### config.mk
export PLATFORM = sky130hd
export DESIGN_NAME = seq_encoder8to3
export DESIGN_NICKNAME = d
export VERILOG_FILES = /design/src/rtl/seq_encoder8to3.sv
export SDC_FILE = /design/constraint.sdc
export NUM_CORES = 1
export LEC_CHECK = 0
export CAP_MARGIN = 20
export CORE_UTILIZATION = 49
export CTS_CLUSTER_DIAMETER = 150
export CTS_CLUSTER_SIZE = 8
export DETAILED_ROUTE_END_ITERATION = 12
export PLACE_DENSITY = 0.78
export SLEW_MARGIN = 10
export SYNTH_ARGS = -nofsm -noshare
export SYNTH_HDL_FRONTEND = slang
export SYNTH_SLANG_ARGS = --single-unit
### constraint.sdc
create_clock -name clk -period 4.9 [get_ports clk]
set_input_delay 0.98 -clock clk [delete_from_list [all_inputs] [get_ports clk]]
set_output_delay 0.98 -clock clk [all_outputs]
set_load 0.03 [all_outputs]
### src/rtl/seq_encoder8to3.sv
// Purpose: captures a multi-hot request vector and drains it as binary indices, one per handshake.
// Latency: first index one cycle after accept; done pulses one cycle after the last beat.
// Backpressure: out_ready=0 or en=0 holds the current index; in_ready is low while draining.
//
// Ports:
//   clk, rst_n          clock and asynchronous active-low reset
//   en                  block enable; gates acceptance and emission
//   in_valid, in        request vector (any number of bits set, including none)
//   in_ready            a vector can be captured this cycle (IDLE and en)
//   out_valid, out_ready, out_idx, out_last
//                       index stream in priority order; out_last marks the final set bit
//   done                one-cycle pulse once a vector has been fully drained
module seq_encoder8to3 #(
  parameter int WIDTH     = 8,
  parameter bit LSB_FIRST = 1'b1,
  localparam int IDX_W    = $clog2(WIDTH)
) (
  input  logic             clk,
  input  logic             rst_n,
  input  logic             en,
  input  logic             in_valid,
  input  logic [WIDTH-1:0] in,
  output logic             in_ready,
  output logic             out_valid,
  input  logic             out_ready,
  output logic [IDX_W-1:0] out_idx,
  output logic             out_last,
  output logic             done
);

  localparam logic IDLE = 1'b0;
  localparam logic BUSY = 1'b1;

  logic             state;
  logic [WIDTH-1:0] pend;
  logic [IDX_W-1:0] enc_idx;
  logic             one_left;
  logic             out_hs;

  // Priority encoder over the pending bits. The scan runs toward the
  // preferred end, so the last hit in the loop is the winning index.
  always_comb begin
    enc_idx = '0;
    if (LSB_FIRST) begin
      for (int i = WIDTH - 1; i >= 0; i--) begin
        if (pend[i]) enc_idx = IDX_W'(i);
      end
    end else begin
      for (int i = 0; i < WIDTH; i++) begin
        if (pend[i]) enc_idx = IDX_W'(i);
      end
    end
  end

  // Exactly one bit set: non-zero and clearing the lowest set bit leaves nothing.
  assign one_left  = (pend != '0) && ((pend & (pend - WIDTH'(1))) == '0);

  assign in_ready  = en && (state == IDLE);
  assign out_valid = en && (state == BUSY);
  // Index and last flag stay visible while en=0 so emission resumes on the same beat.
  assign out_idx   = (state == BUSY) ? enc_idx : '0;
  assign out_last  = (state == BUSY) && one_left;
  assign out_hs    = out_valid && out_ready;

  always_ff @(posedge clk or negedge rst_n) begin
    if (!rst_n) begin
      state <= IDLE;
      pend  <= '0;
      done  <= 1'b0;
    end else begin
      done <= 1'b0;
      case (state)
        IDLE: begin
          if (en && in_valid) begin
            if (in != '0) begin
              pend  <= in;
              state <= BUSY;
            end else begin
              // An empty vector has nothing to drain; report completion directly.
              done <= 1'b1;
            end
          end
        end
        BUSY: begin
          if (out_hs) begin
            pend <= pend & ~(WIDTH'(1) << enc_idx);
            if (one_left) begin
              state <= IDLE;
              done  <= 1'b1;
            end
          end
        end
        default: begin
          state <= IDLE;
          pend  <= '0;
        end
      endcase
    end
  end

endmodule

==> insert_results.sql <==
INSERT INTO impl_metrics (metric_group, metric, value, unit) VALUES
('global_route', 'grt_pass1_wl', '2590', 'um'),
('detailed_routing', 'wirelength', '1780', 'um'),
('global_route', 'grt_start_max_net_pins', '14', ''),
('detailed_routing', 'postRouteAntennaNets', '0', ''),
('synth', 'ys_seq_area_share', '33.1', '%'),
('critical_path', 'worstPathArrival', '2.48', 'ns'),
('sta', 'maxClockFrequency', '0.289', 'GHz'),
('synth', 'synth_cell_types', '39', ''),
('placement', 'post-dp-hpwl', '1380', 'um'),
('critical_path', 'crit_reg_reg_startpoint', 'pend[3]', ''),
('clocking', 'cts.htree.levels', '1', ''),
('global_route', 'grt_overflow', '0', ''),
('sta', 'worst-slew-pin-transition', '0.512', 'ns'),
('synth', 'ff_latch_count_synth', '10', ''),
('finish', 'layout_commonest_cell', 'sky130_fd_sc_hd__clkdlybuf4s50_1', ''),
('clocking', 'ctsResizeCount', '0', ''),
('clocking', 'clk_transition_reported_paths', '0.07', 'ns'),
('synth', 'ys.warnings.count', '0', ''),
('placement', 'buffer_ports.inserted', '19', ''),
('sta', 'timing_hold_violations_final', '0', ''),
('finish', 'syn_to_final_growth', '24.8', '%'),
('critical_path', 'worstSetupStartpoint', 'pend[0]', ''),
('detailed_routing', 'drt-pass1-iter-count', '4', ''),
('detailed_routing', 'avgRoutedWirePerCell', '14.5', 'um'),
('sta', 'timing.final.max_slew_violations', '0', ''),
('synth', 'mappedNetlistNets', '104', ''),
('sta', 'fin_skew', '0.00345', 'ns'),
('worst_hold_path', 'worstHoldPathType', 'reg2reg', ''),
('synth', 'postSynthAreaPerCell', '8.32', 'sq um'),
('sta', 'final_min_period_over_clock_period', '70.7', '%'),
('sta', 'slew-limit-headroom', '65.9', '%'),
('floorplan', 'die_width', '41.3', 'um'),
('sta', 'grt_setup_unrepaired', 'false', ''),
('detailed_routing', 'drcViolationCount', '0', ''),
('clocking', 'cts_root_buf', 'sky130_fd_sc_hd__clkbuf_4', ''),
('detailed_routing', 'viasPerCell', '6.02', ''),
('sta', 'timing.final.crit_period', '3.46', 'ns'),
('floorplan', 'placementRows', '13', ''),
('power', 'leakagePower', '0.378', 'nW'),
('synth', 'syn_area', '757', 'sq um'),
('outcome', 'outcome', 'completed', ''),
('critical_path', 'critical_path_start_end_classification', 'reg2out', ''),
('power', 'final_total_power', '0.000646', 'W'),
('clocking', 'cts_hold_buffers', '0', ''),
('critical_path', 'worstSetupStartpointType', 'flip-flop', ''),
('critical_path', 'reg2reg_slack', '3.14', 'ns'),
('clocking', 'post_cts_buffers', '0', ''),
('critical_path', 'timing.reg2reg.worst_path_depth', '5', ''),
('global_route', 'grt_pass1_vias', '570', ''),
('sta', 'holdWs', '0.630', 'ns'),
('detailed_routing', 'drt_iter0_markers', '19', ''),
('job', 'maxCapViolCount', '0', ''),
('power', 'powerDensity', '684', 'mW/mm^2'),
('placement', 'pre_cts_slack', '1.63', 'ns'),
('floorplan', 'start_util', '55.4', '%'),
('sta', 'finalWorstSetupSlack', '1.44', 'ns'),
('finish', 'layout_common_cells', 'sky130_fd_sc_hd__clkdlybuf4s50_1, sky130_fd_sc_hd__nand2_1, sky130_fd_sc_hd__dfrtp_1', ''),
('synth', 'synth_largest_type_area_fraction', '33.1', '%'),
('critical_path', 'cp.required', '3.92', 'ns'),
('clocking', 'cts_tree', 'yes', ''),
('power', 'power.ir.vdd_worst', '379', 'uV'),
('finish', 'final_nets', '122', ''),
('critical_path', 'worstReg2RegEnd', 'pend[7]', ''),
('clocking', 'cts.sinks', '10', ''),
('clocking', 'clock_tree.buffer_depth', '2', ''),
('finish', 'n_antenna_cell', '0', ''),
('floorplan', 'floorplan.io_pins', '20', ''),
('critical_path', 'timing.critical_path.to_type', 'primary output', ''),
('finish', 'layout-drive-gt1-share', '14.0', '%'),
('finish', 'fillerInstances', '117', ''),
('sta', 'totalNegativeSetupSlack', '0', 'ns');
==> worst max-delay path, stage by stage, from the launching register on <==
cell	delay [ns]
sky130_fd_sc_hd__dfrtp_1	0.50
sky130_fd_sc_hd__or2_4	0.31
sky130_fd_sc_hd__or4_4	0.42
sky130_fd_sc_hd__nor2_2	0.17
sky130_fd_sc_hd__nor2_1	0.06
sky130_fd_sc_hd__nor2_1	0.08
sky130_fd_sc_hd__clkdlybuf4s50_1	0.68
==> Yosys cell counts, drive strengths merged <==
cell type and instances:
xor2 2, inv 4, o211ai 1, and3 1, a311oi 1, nand2 12, a2111oi 1, nor3 2
nand3 1, o31a 1, a22o 2, a221oi 1, o21a 1, a21o 2, nor2 10, a31oi 1
o21ai 10, nor2b 1, or4 1, a22oi 2, nor4 3, a21oi 3, nor4b 3, o31ai 1
a211oi 1, dfrtp 10, a211o 1, or2 3, buf 5, nand2b 1, clkbuf 1, and2 2
==> report_power, final <==
| group | leakage (nW) | internal, W | total [W] | switching (W) |
|---|---|---|---|---|
| Sequential | 0.125 | 0.000113 | 0.000185 | 0.0000720 |
| Combinational | 0.239 | 0.000192 | 0.000405 | 0.000213 |
| Clock | 0.0138 | 0.0000284 | 0.0000564 | 0.0000280 |
| Total | 0.378 | 0.000333 | 0.000646 | 0.000313 |
==> metal layers <==
metal  up-vias  GRT usage, %  routed length [um]  share of wire, %
met5         -             0                   0                 0
met4         0          14.5                  15              0.85
met3         2          3.19                  81               4.6
met2        24          37.5                 828                47
met1       342          29.9                 849                48
li1        366             -                   -                 -
==> final cells by class <==
type / count / area, sq um / share of cell area [%]
multi-input cells: 71 / 448 / 47.4
flip-flops and latches: 10 / 250 / 26.5
repair buffers: 19 / 190 / 20.1
clock buffers: 3 / 22.5 / 2.38
well taps: 15 / 18.8 / 1.99
inverters: 4 / 15.0 / 1.59
==> kinds of logic after synthesis <==
logic type      synth area share (%)
buf+inv                         7.77
simple gates                    28.4
compound gates                  28.4
flops                           33.1
xor+xnor                        2.31
==> registers in the layout, summed over array words and instances, names as in the netlist <==
| register | count |
|---|---|
| done | 1 |
| state | 1 |
| pend | 8 |
==> worst min path at each step <==
stage	to	cells past startpoint	start	slack, ns
after global routing	pend[4]	2	pend[4]	0.67
after floorplan	pend[7]	2	pend[7]	0.55
after global placement	pend[6]	2	pend[6]	0.60
final	pend[6]	2	pend[6]	0.63
after CTS	pend[7]	2	pend[7]	0.62
after detailed placement	pend[7]	2	pend[7]	0.61
==> per-stage QoR <==
| step | cells | cell area [sq um] | util [%] |
|---|---|---|---|
| global placement | 119 | 922 | 67.5 |
| detailed placement | 119 | 922 | 67.5 |
| CTS | 122 | 945 | 69.1 |
| finish | 122 | 945 | 69.1 |
| global route | 122 | 945 | 69.1 |
| floorplan | 91 | 757 | - |
Note: power is estimated with default switching activity, not from simulation.
